==> config.mk <==
export PLATFORM = sky130hd
export DESIGN_NAME = pavan_pulse_sync_arbiter
export DESIGN_NICKNAME = d
export VERILOG_FILES = /design/src/rtl/pavan_pulse_sync_arbiter.sv
export SDC_FILE = /design/constraint.sdc
export NUM_CORES = 1
export LEC_CHECK = 0
export ABC_AREA = 1
export CORE_UTILIZATION = 35
export CTS_BUF_LIST = sky130_fd_sc_hd__clkbuf_16
export CTS_CLUSTER_DIAMETER = 200
export DETAILED_ROUTE_END_ITERATION = 6
export PLACE_DENSITY = 0.62
export SLEW_MARGIN = 20
export SYNTH_ARGS = -nofsm -noshare
export SYNTH_HDL_FRONTEND = slang
export SYNTH_SLANG_ARGS = --single-unit
==> constraint.sdc <==
create_clock -name clk_a -period 3.5 [get_ports clk_a]
set_input_delay 0.7 -clock clk_a [delete_from_list [all_inputs] [get_ports clk_a]]
set_output_delay 0.7 -clock clk_a [all_outputs]
set_load 0.03 [all_outputs]
==> src/rtl/pavan_pulse_sync_arbiter.sv <==
// Round-robin scheduler that shares one handshake pulse synchronizer among N_REQ
// pulse requesters, queuing events in saturating per-requester pending counters.
module pavan_pulse_sync_arbiter #(
    parameter int N_REQ   = 4,
    parameter int CNT_W   = 4,
    parameter int TIMEOUT = 15,
    localparam int ID_W   = $clog2(N_REQ)
) (
    input  logic             clk_a,
    input  logic             rst,
    input  logic [N_REQ-1:0] req_pulse,
    input  logic             sync_busy,
    output logic             sync_pulse,
    output logic             sel_valid,
    output logic [ID_W-1:0]  sel_id,
    output logic [N_REQ-1:0] done,
    output logic [N_REQ-1:0] pend_nz,
    output logic [N_REQ-1:0] pend_ovf,
    output logic             timeout_err
);

    localparam int TO_W = $clog2(TIMEOUT + 1);
    localparam logic [CNT_W-1:0] CNT_MAX = '1;
    localparam logic [TO_W-1:0]  TO_LAST = TO_W'(TIMEOUT - 1);

    typedef enum logic [1:0] {IDLE, ISSUE, WAIT_HI, WAIT_LO} state_e;

    state_e             state_q;
    logic [CNT_W-1:0]   cnt_q [N_REQ];
    logic [CNT_W-1:0]   cnt_d [N_REQ];
    logic [ID_W-1:0]    last_grant_q;
    logic [ID_W-1:0]    sel_id_q;
    logic               sync_pulse_q;
    logic               sel_valid_q;
    logic [N_REQ-1:0]   done_q;
    logic [N_REQ-1:0]   pend_ovf_q;
    logic               timeout_err_q;
    logic [TO_W-1:0]    to_cnt_q;

    logic               pick_found;
    logic [ID_W-1:0]    pick_id;
    logic [ID_W-1:0]    scan_idx;
    logic               grant;
    logic [N_REQ-1:0]   dec_vec;
    logic [N_REQ-1:0]   ovf_set;

    always_comb begin
        for (int i = 0; i < N_REQ; i++) begin
            pend_nz[i] = |cnt_q[i];
        end
    end

    // Scan starts one past the last grant, so the most recently served requester is last.
    // NOTE: every always_comb output gets a default first; a path that skips an assignment infers a latch.
    always_comb begin
        pick_found = 1'b0;
        pick_id    = '0;
        scan_idx   = '0;
        for (int k = 1; k <= N_REQ; k++) begin
            scan_idx = ID_W'((int'(last_grant_q) + k) % N_REQ);
            if (!pick_found && pend_nz[scan_idx]) begin
                pick_found = 1'b1;
                pick_id    = scan_idx;
            end
        end
    end

    assign grant = (state_q == IDLE) && pick_found && !sync_busy;

    always_comb begin
        dec_vec = '0;
        if (grant) begin
            dec_vec[pick_id] = 1'b1;
        end
    end

    // A simultaneous event and grant cancel out; an event at saturation is dropped and flagged.
    always_comb begin
        ovf_set = '0;
        for (int i = 0; i < N_REQ; i++) begin
            cnt_d[i] = cnt_q[i];
            if (req_pulse[i] && !dec_vec[i]) begin
                if (cnt_q[i] == CNT_MAX) begin
                    ovf_set[i] = 1'b1;
                end else begin
                    cnt_d[i] = cnt_q[i] + 1'b1;
                end
            end else if (!req_pulse[i] && dec_vec[i]) begin
                cnt_d[i] = cnt_q[i] - 1'b1;
            end
        end
    end

    // NOTE: sequential state uses non-blocking assignments so every register samples pre-edge values.
    always_ff @(posedge clk_a) begin
        if (rst) begin
            // NOTE: the pending counters are a handful of flops, not a RAM, so clearing them on reset is cheap and required.
            for (int i = 0; i < N_REQ; i++) begin
                cnt_q[i] <= '0;
            end
            state_q       <= IDLE;
            last_grant_q  <= ID_W'(N_REQ - 1);
            sel_id_q      <= '0;
            sync_pulse_q  <= 1'b0;
            sel_valid_q   <= 1'b0;
            done_q        <= '0;
            pend_ovf_q    <= '0;
            timeout_err_q <= 1'b0;
            to_cnt_q      <= '0;
        end else begin
            for (int i = 0; i < N_REQ; i++) begin
                cnt_q[i] <= cnt_d[i];
            end
            pend_ovf_q   <= pend_ovf_q | ovf_set;
            sync_pulse_q <= 1'b0;
            done_q       <= '0;

            case (state_q)
                IDLE: begin
                    if (grant) begin
                        sel_id_q     <= pick_id;
                        last_grant_q <= pick_id;
                        sync_pulse_q <= 1'b1;
                        sel_valid_q  <= 1'b1;
                        state_q      <= ISSUE;
                    end
                end
                ISSUE: begin
                    to_cnt_q <= '0;
                    state_q  <= WAIT_HI;
                end
                WAIT_HI: begin
                    if (sync_busy) begin
                        state_q <= WAIT_LO;
                    end else if (to_cnt_q == TO_LAST) begin
                        // The consumed event is deliberately not restored.
                        timeout_err_q <= 1'b1;
                        sel_valid_q   <= 1'b0;
                        state_q       <= IDLE;
                    end else begin
                        to_cnt_q <= to_cnt_q + 1'b1;
                    end
                end
                WAIT_LO: begin
                    if (!sync_busy) begin
                        done_q[sel_id_q] <= 1'b1;
                        sel_valid_q      <= 1'b0;
                        state_q          <= IDLE;
                    end
                end
                default: state_q <= IDLE;
            endcase
        end
    end

    assign sync_pulse  = sync_pulse_q;
    assign sel_valid   = sel_valid_q;
    assign sel_id      = sel_id_q;
    assign done        = done_q;
    assign pend_ovf    = pend_ovf_q;
    assign timeout_err = timeout_err_q;

endmodule

# Word-level counts from Yosys, hierarchy flattened

Memories as Yosys holds them, arrays and structs flattened.
Index checks and enable logic that the tools add are counted.
Widths: inputs -> output; s select.

Flip-flop bits (word level): 21
Bits in latches: 0
RAM bits: 16
Bits in read-only memories: 0
Input port bits: 7
Output and inout port bits: 17
Logic and storage cells: 156
Memories: 1

Memory list:

| memory | words | width | read ports | clocked after Yosys merged registers in | write ports | RTL line | RTL |
|---|---|---|---|---|---|---|---|
| cnt_q  | 4     | 4     | 4          | 0                                       | 4           | 29       | `logic [CNT_W-1:0] cnt_q [N_REQ];` |

Add/sub/neg operators: 13
Multiply operators: 0
Div/mod/pow operators: 0
$lt $le $gt $ge: 8
Equality and inequality tests: 14
Shift-type cells: 0
Multiplexer cells: 62
Bitwise gates (word level): 8
Reduce and logical (&&, ||, !) cells: 41

Operators by type and width:

| cell                | count |
|---|---|
| $mux 4              | 19 |
| $mux 1              | 26 |
| $add 4x1->4 const B | 5 |
| $eq 4x4->1 const B  | 5 |
| $lt 2x3->1 const B  | 6 |
| $mux 2              | 8 |
| $reduce_or 4->1     | 4 |
| $sub 4x1->4 const B | 4 |
| $logic_and 1x1->1   | 15 |
| $logic_not 1->1     | 12 |
| $ne 2x2->1 const B  | 5 |
| $reduce_and 3->1    | 3 |
| $bmux 1 s2          | 4 |
| $pmux 2 s4          | 1 |
| $pmux 4 s2          | 1 |
| $reduce_and 5->1    | 1 |
| $add 2x1->2 const B | 2 |
| $add 2x2->2 const B | 2 |
| $demux 1 s2         | 2 |
| $eq 2x2->1 const B  | 2 |
| $ge 2x1->1 const B  | 2 |
| $or 1x1->1          | 4 |
| $or 4x4->4          | 1 |
| $ne 3x3->1 const B  | 1 |
| other kinds (9)     | 11 |

# Longest topological paths before layout

Gate-level depths: netlist of the first run.

Depth in word-level cells: 22
Depth in mapped cells: 23
Mapped depth without buffers: 22

# Worst setup path after synthesis of the first run

No wires, ideal clock.

Kind: reg2reg
From: memory cnt_q[3][0]
To: memory cnt_q[1][3]
Setup time: 115 ps
Data arrival time: 2467 ps
Required time: 3385 ps
Setup slack: 918 ps
Cell stages (with the launch flop): 18
Buffers on the path: 0
Period minus slack after synthesis: 2582 ps
Cells stage by stage: dfxtp_1 -> nor2_2 -> nand3_1 -> nand2_1 -> nor2_2 -> nor2_1 -> nand3_1 -> nand2_1 -> nand2_2 -> nand3_2 -> nand2_1 -> ha_1 -> and3_1 -> a211oi_1 -> nand3b_1 -> nand2_1 -> a21oi_1 -> nor2_1

RTL lines:

| item               | RTL line |
|---|---|
| start: declaration | 29 |

==> results.ini, run 1 <==
[sta]
hold_violations = 0
min_period_ns = 3.01
maxSlewHeadroom = 0.703
setup_violations = 0
fmax_mhz = 332
fin_tns_setup_ns = 0
rsz0062_at_grt = false
fin_skew_ns = 0.00470
worstMarginPinSlew_ns = 0.445
fin_crit_sh = 0.860
slew_violations = 0
holdWs_ns = 0.441

[floorplan]
die_x_um = 85.3
die_h_um = 85.3
row_count = 30
core_um2 = 6760
ios = 24
initial_core_util = 0.360
die-area_um2 = 7280

[logic_synthesis]
syn-cell-area_um2 = 2430
yosysSeqAreaShare = 0.305
synthAdderAreaFrac = 0.110
synth_simple_gate_area_frac = 0.362
syn_nets = 344
muxShareOfSynthArea = 0.00412
syn_inst = 318
yosys_warnings = 0
synth_top_family_by_area = simple AND/OR/NAND/NOR gates
synth_cell_types = 38
avgSynthCellArea_um2 = 7.64
synth_compound_area_frac = 0.124
synth-xor-area-share = 0.0324
synth_seq_cells = 37

[clock_tree]
holdBufCountCts = 0
numCtsBuffers = 5
cts_root_buffer = clkbuf_16
clk_latency_ns = 0.28
htreeDepth = 2
clk_pin_slew_ns = 0.06
tritoncts = yes
cts_buffer_depth = 2
cts.sinks = 37

[global_route]
grt_pass1_vias = 1982
busiest_layer = met2
grt.overflow.total = 0
grt_util_met3 = 0.0360
grt_max_degree = 15
antenna_found_initial = 0
grt_use_met1 = 0.189
grt_pass1_wl_mm = 8.90
grt_use_met2 = 0.256
grtUsageTotal = 0.150

[pwr]
powerDensity_nw_per_um2 = 1130
peakVddDrop_uv = 405
p_leak_nw = 1.30

[placement]
gp_congestion = 0.840
dp_cells = 421
io_buffer_count = 23
hpwl_mm = 3.81
post_dp_cell_area_um2 = 2760

[worst_hold_path]
worst_hold_path_type = flop to flop
hold_path_depth = 2

[cells_and_area]
areaGrowthSynthToFinish_pct = 20.1
antenna_cells = 0
final_cell_area_um2 = 2920
final_nets = 374
drive_gt1_frac = 0.158
fin_cells = 428

[setup_path]
critical_path_class = flop to flop
r2r_cells = 17
crit_path_end_kind = flop
cp.required_ns = 3.67
path_max_fanout = 5
cp.arrival_ns = 3.18
start_kind = flop

[route]
routed_wl_mm = 5.00
postRouteAntennaNets = 0
dr.first_iter.drc_count = 80
wl_per_cell_um = 11.7
firstDrtPassIters = 4
viasPerCell = 4.93
drc = 0
routed-via-count = 2108

[outcome]
outcome = finished, final reports clean

[run]
drv_cap = 0

[metrics by stage]
| stage | util | setup WS [ns] | power [W] |
|---|---|---|---|
| after floorplan | - | 0.918 | 0.00235 |
| after global placement | 0.408 | 0.373 | 0.00277 |
| after detailed placement | 0.408 | 0.310 | 0.00280 |
| after CTS | 0.432 | 0.270 | 0.00332 |
| after global routing | 0.432 | 0.0978 | 0.00361 |
| final | 0.432 | 0.491 | 0.00330 |
[flip-flops by register name (all words and copies together) (netlist names), 2 cells and up]
| name | flops |
|---|---|
| cnt_q | 16 |
| done | 4 |
| last_grant_q | 2 |
| pend_ovf | 4 |
| sel_id | 2 |
| state_q | 2 |
| to_cnt_q | 4 |
[worst paths after layout]
check                                  from     endpoint  slack, ns
worst max register to register  cnt_q[1][1]  cnt_q[1][3]       0.49
worst min-delay path              sel_valid    sel_valid       0.44
worst min register to register    sel_valid    sel_valid       0.44
worst max-delay path            cnt_q[1][1]  cnt_q[1][3]       0.49
[area by class of cell]
type,instances,area (um^2)
repair buffers,28,268
flip-flops and latches,37,742
inverters,29,111
multi-input cells,247,1540
well taps,80,100
fillers,677,3840
clock buffers,5,125
clock inverters,2,35.0
[metal layers]
metal / vias up / routed length, um
li1: 1131 / -
met4: 0 / 58
met5: - / 0
met2: 15 / 2350
met3: 4 / 124
met1: 958 / 2470
[cell usage after synthesis (all sizes together)]
library cell	instances	area share
clkbuf	2	0.0031
xnor2	3	0.019
a21o	1	0.0031
ha	15	0.077
a21boi	1	0.0046
dfxtp	37	0.30
nand4	10	0.026
inv	29	0.046
o211ai	1	0.0031
or2	1	0.0026
a211oi	1	0.0031
xor2	3	0.014
nand3	38	0.11
nand2	62	0.11
and2	1	0.0026
a22oi	1	0.0031
nand3b	2	0.0062
fa	4	0.033
o21ai	18	0.037
nor3	7	0.014
buf	3	0.014
and3	3	0.0077
a21oi	21	0.043
o21a	4	0.012
mux2i	1	0.0041
a31oi	3	0.014
nor2	46	0.089
[cells in the final DEF, fill, tap and decap left out, drive strengths merged, types with 4 or more instances in the layout]
master and n:
a21oi 21, buf 5, clkbuf 5, clkdlybuf4s50 23
dfxtp 37, fa 4, ha 15, inv 29
nand2 62, nand3 38, nand4 10, nor2 46
nor3 7, o21a 4, o21ai 18
[critical path: stages, from the launching register on]
cell      delay, ns
dfxtp_1        0.37
nor2_1         0.22
nand3_1        0.13
nand2_1        0.13
nor2_1         0.06
nor2_1         0.23
nand3_1        0.15
nand2_1        0.10
nand2_2        0.09
nand3_2        0.10
nand2_1        0.15
ha_1           0.36
and3_1         0.18
a211oi_1       0.24
nand3b_1       0.15
nand2_1        0.07
a21oi_1        0.12
nor2_1         0.06
[cell families after synthesis]
logic type,after synthesis
muxes,1
AOI/OAI and AO/OA,51
DFF,37
and+or+nand+nor,170
adders and majority gates,19
buffers and inverters,34
xor gates and xnor gates,6
[what timing repair did]
item                                    4_1_cts  5_1_grt
endpoints found under the setup margin        0        1
gates resized for setup                       0        1
buffers inserted                              0        0
[power by group]
part	internal, W	switching (W)	leakage [nW]
clock network	0.000331	0.000173	0.0797
registers	0.000548	0.000184	0.304
logic	0.000773	0.00129	0.916
Note: power is estimated with default switching activity, not from simulation.
==> inputs of run 2 (changes only) <==
- CELL_PAD_IN_SITES_DETAIL_PLACEMENT: not set -> 1
- CELL_PAD_IN_SITES_GLOBAL_PLACEMENT: not set -> 1
- PLACE_DENSITY: 0.62 -> 0.77
==> run 2 against run 1 <==
Effect of this change:
- first-iteration DRC count is 26% higher
- wire length is 15% higher
- non-clock buffer count did not move
- via count is 6.0% higher
- power rose by 2.2%
- sequential power hardly changed
- utilization about the same
- register-to-register slack worse by 0.11 ns
- sequential share of layout area shrank 0.054 points
- maximum frequency decreased by 3.6%
- worst setup slack got worse by 0.11 ns
- die area unchanged
- critical path type unchanged
- largest power group unchanged
- highest routed layer unchanged
==> results.ini, run 2 (same netlist as run 1, synthesis figures left out) <==
[placement]
hpwl_mm = 4.51  ; +18%
dp_cells = 421  ; unchanged
io_buffer_count = 23  ; unchanged
gp_congestion = 0.812  ; -3.3%
place_ws_ns = 0.257  ; -0.0530 ns

[outcome]
outcome = finished, final reports clean

[route]
viasPerCell = 5.21  ; +5.7%
routed_wl_mm = 5.77  ; +15%
routed-via-count = 2234  ; +6.0%
postRouteAntennaNets = 0  ; unchanged
firstDrtPassIters = 5  ; +1
dr.first_iter.drc_count = 101  ; +26%
wl_per_cell_um = 13.5  ; +15%
drc = 0  ; unchanged

[floorplan]
ios = 24  ; unchanged
die_x_um = 85.3  ; unchanged
die_h_um = 85.3  ; unchanged
die-area_um2 = 7280  ; unchanged
core_um2 = 6760  ; unchanged
initial_core_util = 0.360  ; unchanged
row_count = 30  ; unchanged

[setup_path]
rr_startpoint = last_grant_q[0]
cp_common_cell = nand2_1
cp_slowest_stage_delay_ns = 0.60  ; +0.23 ns
critical_path_class = flop to flop
slowest_stage = dfxtp_1
crit_end = cnt_q[2][3]
crit_path_end_kind = flop
cp.required_ns = 3.67  ; about the same
cp_num_buf_inv = 4  ; +4
reg2reg_slack_ns = 0.38  ; -0.11 ns
cp.arrival_ns = 3.30  ; +0.12 ns
path_cells = buf_4, xnor2_4, nand3_1, nand2_1, inv_2, a31oi_4, buf_4, nand3_4, nand2_2, ha_1, nand2_1, nand2_1, a31oi_1, inv_1, nand3_1, nand2_1, a21oi_1, nor2_1
r2r_cells = 18  ; +1
timing.rr.end = cnt_q[2][3]
cp.depth = 18  ; +1
path_max_fanout = 8  ; +3
startpoint = last_grant_q[0]
start_kind = flop
cpLargestDelayFamily = simple AND/OR/NAND/NOR gates

[sta]
maxSlewHeadroom = 0.696  ; -0.00750
hold_violations = 0  ; unchanged
fin_crit_sh = 0.892  ; +0.0321
fmax_mhz = 320  ; -3.6%
slew_violations = 0  ; unchanged
rsz0062_at_grt = false
fin_skew_ns = 0.00436  ; -0.000341 ns
min_period_ns = 3.12  ; +0.112 ns
fin_tns_setup_ns = 0  ; unchanged
worstMarginPinSlew_ns = 0.456  ; +0.0112 ns
layout_setup_ws_ns = 0.378  ; -0.112 ns
setup_violations = 0  ; unchanged

[cells_and_area]
antenna_cells = 0  ; unchanged
drive_gt1_frac = 0.152  ; -0.00618
fillCellCount = 852  ; +26%
largest_reg_flops = 16  ; unchanged
areaGrowthSynthToFinish_pct = 20.1  ; about the same
layout_commonest_cell = nand2_1
seq_area_um2 = 741  ; -0.17%
multi_input_area_um2 = 1540  ; unchanged
final_nets = 374  ; unchanged
top_register = cnt_q
fin_cells = 429  ; +0.23%
mostFrequentLayoutCells = nand2_1, dfxtp_1, nor2_1, nand3_1, inv_1

[clock_tree]
cts_root_buffer = clkbuf_16
cts_buffer_depth = 2  ; unchanged
holdBufCountCts = 0  ; unchanged
numCtsBuffers = 5  ; unchanged
clk_pin_slew_ns = 0.06  ; about the same
clk_latency_ns = 0.28  ; about the same
htreeDepth = 2  ; unchanged
tritoncts = yes
cts.sinks = 37  ; unchanged
post_cts_resized = 0  ; unchanged
cts_setup_buffers = 0  ; unchanged

[pwr]
powerDensity_nw_per_um2 = 1160  ; +2.2%
p_leak_nw = 1.30  ; +0.25%
peakVddDrop_uv = 469  ; +16%
total_power_w = 0.00337  ; +2.2%

[global_route]
grtUsageTotal = 0.172  ; +0.0213
grt_pass1_wl_mm = 9.94  ; +12%
grt.overflow.total = 0  ; unchanged
grt_max_degree = 15  ; unchanged
grt_pass1_vias = 2187  ; +10%
antenna_found_initial = 0  ; unchanged

[run]
drv_cap = 0  ; unchanged

[worst_hold_path]
hold_start = sel_valid
worst_hold_path_type = flop to flop

## run 2: cell count changes in the layout (fill, tap and decap cells not counted)
cell | previous run | this run
clkinv_1 | 0 | 1
clkinv_2 | 1 | 0
dfxtp_1 | 36 | 37
dfxtp_2 | 1 | 0
inv_1 | 24 | 25
## run 2: cell type report
type	instances	share of cell area
Tap cell	80	0.0343
Timing Repair Buffer	28	0.0917
Clock buffer	5	0.0429
Sequential cell	37	0.254
Multi-Input combinational cell	247	0.526
Inverter	29	0.0381
Clock inverter	3	0.0129
## run 2: how the worst min path moves through the flow
stage	endpoint	slack [ns]	cells after the start
global placement	sel_valid	0.44	2
CTS	sel_valid	0.45	2
global route	pend_ovf[2]	0.49	1
finish	sel_valid	0.45	2
floorplan	to_cnt_q[0]	0.45	1
detailed placement	sel_valid	0.44	2
## run 2: report_power, final
group	leakage, nW	switching, W	total, W	internal (W)
registers	0.304	0.000185	0.000732	0.000546
clock network	0.0826	0.000176	0.000508	0.000331
logic	0.916	0.00136	0.00213	0.000774
## run 2: per-layer routing
layer | part of all wire | track usage
met5 | 0 | 0
met4 | 0.015 | 0.0545
met3 | 0.019 | 0.0302
met2 | 0.52 | 0.311
met1 | 0.45 | 0.206
## run 2: through the flow
stage	area, um^2	hold slack [ns]	util
2_1_floorplan	2430	0.454	-
3_3_place_gp	2760	0.437	0.408
3_5_place_dp	2760	0.443	0.408
4_1_cts	2920	0.452	0.432
5_1_grt	2920	0.490	0.432
6_report	2920	0.447	0.432
## run 2: worst min-delay path, stage by stage, from the launching register on
cell	delay, ns
dfxtp_1	0.31
inv_1	0.05
a21oi_1	0.05
==> inputs of run 3 (changes only) <==
- CORE_UTILIZATION: 35 -> 30
- PLACE_DENSITY: 0.77 -> 0.69
==> run 3 against run 2 <==
Effect of this change:
- combinational power hardly changed
- power is 3.2% lower
- largest cell class unchanged
- wire length is 2.9% higher
- largest power group unchanged
- register-to-register slack hardly changed
==> results.ini, run 3 (same netlist as run 1, synthesis figures left out) <==
[sta]
fin_skew_ns = 0.00420  ; -0.000157 ns
rsz0062_at_grt = false
slew_violations = 0  ; unchanged
fin_tns_setup_ns = 0  ; unchanged
setup_violations = 0  ; unchanged
holdWs_ns = 0.440  ; -0.00731 ns
min_period_ns = 3.13  ; +0.00552 ns
fmax_mhz = 320  ; -0.18%
maxSlewHeadroom = 0.704  ; +0.00775
worstMarginPinSlew_ns = 0.444  ; -0.0117 ns
hold_violations = 0  ; unchanged
fin_crit_sh = 0.894  ; +0.00158

[setup_path]
cp_slowest_stage_delay_ns = 0.59  ; about the same
timing.rr.end = cnt_q[1][3]
cpLargestDelayFamily = simple AND/OR/NAND/NOR gates
critical_path_class = flop to flop
path_cells = inv_1, nand3_1, nand2_1, nor2_4, nand3_1, nand2_1, nand2_2, nand3_2, nand2_1, ha_1, and3_1, a211oi_1, nand3b_1, nand2_1, a21oi_1, nor2_1
reg2reg_slack_ns = 0.37  ; about the same
slowest_stage = dfxtp_1
cp_num_buf_inv = 1  ; -3
rr_startpoint = last_grant_q[1]
cp.depth = 16  ; -2
cp.arrival_ns = 3.30  ; about the same
start_kind = flop
startpoint = last_grant_q[1]
crit_end = cnt_q[1][3]
cp.required_ns = 3.67  ; about the same
cp_common_cell = nand2_1
r2r_cells = 16  ; -2
path_max_fanout = 6  ; -2
crit_path_end_kind = flop

[placement]
post_dp_cell_area_um2 = 2770  ; +0.45%
gp_congestion = 0.797  ; -1.9%
io_buffer_count = 23  ; unchanged
hpwl_mm = 4.61  ; +2.3%

[floorplan]
die_x_um = 92.0  ; +7.8%
die_h_um = 92.0  ; +7.8%
core_um2 = 7770  ; +15%
die-area_um2 = 8460  ; +16%
initial_core_util = 0.313  ; -0.0468
row_count = 32  ; +6.7%
ios = 24  ; unchanged

[pwr]
internal-power_w = 0.00155  ; -6.0%
p_comb_frac = 0.648  ; +0.015
switching_share = 0.525  ; +0.0145
p_sw_w = 0.00171  ; -0.39%
peakVddDrop_uv = 348  ; -26%
powerDensity_nw_per_um2 = 1120  ; -2.7%
p_clk_frac = 0.133  ; -0.017
total_power_w = 0.00327  ; -3.2%
seqPwrFrac = 0.220  ; +0.003
p_leak_nw = 1.27  ; -2.2%

[global_route]
grt_max_degree = 15  ; unchanged
grtUsageTotal = 0.154  ; -0.0180
grt_pass1_wl_mm = 10.4  ; +4.4%
grt.overflow.total = 0  ; unchanged
antenna_found_initial = 0  ; unchanged
grt_pass1_vias = 2262  ; +3.4%

[cells_and_area]
areaGrowthSynthToFinish_pct = 19.6
multi_input_area_um2 = 1540  ; unchanged
layout_commonest_cell = nand2_1
top_register = cnt_q
largest_reg_flops = 16  ; unchanged
antenna_cells = 0  ; unchanged
final_cell_area_um2 = 2910  ; -0.47%
seq_area_um2 = 741  ; unchanged
fillCellCount = 982  ; +15%
drive_gt1_frac = 0.147  ; -0.00446
mostFrequentLayoutCells = nand2_1, dfxtp_1, nor2_1, nand3_1, inv_1
final_nets = 372  ; -0.53%

[route]
postRouteAntennaNets = 0  ; unchanged
routed-via-count = 2209  ; -1.1%
wl_per_cell_um = 13.3  ; -1.4%
firstDrtPassIters = 4  ; -1
drc = 0  ; unchanged
viasPerCell = 4.93  ; -5.3%
dr.first_iter.drc_count = 48  ; -52%
routed_wl_mm = 5.94  ; +2.9%

[clock_tree]
cts.sinks = 37  ; unchanged
cts_setup_buffers = 0  ; unchanged
cts_root_buffer = clkbuf_16
clk_latency_ns = 0.28  ; about the same
tritoncts = yes
post_cts_resized = 0  ; unchanged
clk_pin_slew_ns = 0.06  ; about the same
cts_buffer_depth = 2  ; unchanged
htreeDepth = 2  ; unchanged
holdBufCountCts = 0  ; unchanged
numCtsBuffers = 5  ; unchanged

[run]
drv_cap = 0  ; unchanged

[outcome]
outcome = finished, final reports clean

[worst_hold_path]
worst_hold_path_type = flop to flop

-- run 3: how the worst min path moves through the flow --
stage | start | end | slack (ns) | depth (start not counted)
after CTS | sel_valid | sel_valid | 0.44 | 2
after global routing | pend_ovf[2] | pend_ovf[2] | 0.49 | 1
after floorplan | to_cnt_q[0] | to_cnt_q[0] | 0.45 | 1
final | sel_valid | sel_valid | 0.44 | 2
after detailed placement | sel_valid | sel_valid | 0.44 | 2
after global placement | sel_valid | sel_valid | 0.43 | 2
-- run 3: final cells by class --
type | count | area share
clock inverters | 2 | 0.00388
clock buffers | 5 | 0.0431
flip-flops and latches | 37 | 0.255
well taps | 102 | 0.0439
repair buffers | 26 | 0.0870
multi-input cells | 247 | 0.529
inverters | 29 | 0.0383
-- run 3: per-layer routing --
layer / global-route usage / wire (um) / vias up
li1: - / - / 1122
met1: 0.186 / 2730 / 1054
met2: 0.269 / 2960 / 21
met3: 0.0265 / 122 / 12
met4: 0.0599 / 131 / 0
met5: 0 / 0 / -
-- run 3: metrics by stage --
step                      worst slack (ns)  utilization  instances
after floorplan                      0.918            -        318
after global placement               0.348        0.356        441
after detailed placement             0.223        0.356        441
after CTS                            0.350        0.374        448
after global routing                0.0204        0.374        448
final                                0.373        0.374        448
-- run 3: power by group through the flow --
stage	clock, W	sequential, W	combinational [W]
after global placement	0	0.000725	0.00203
after global routing	0.000464	0.000745	0.00238
after CTS	0.000446	0.000721	0.00214
final	0.000433	0.000718	0.00212
after detailed placement	0	0.000730	0.00212
after floorplan	0	0.000711	0.00164
-- run 3: tightest hold or removal path, stage by stage, from the launching register on --
cell and delay [ns]:
dfxtp_1 0.30, inv_1 0.04, a21oi_1 0.05
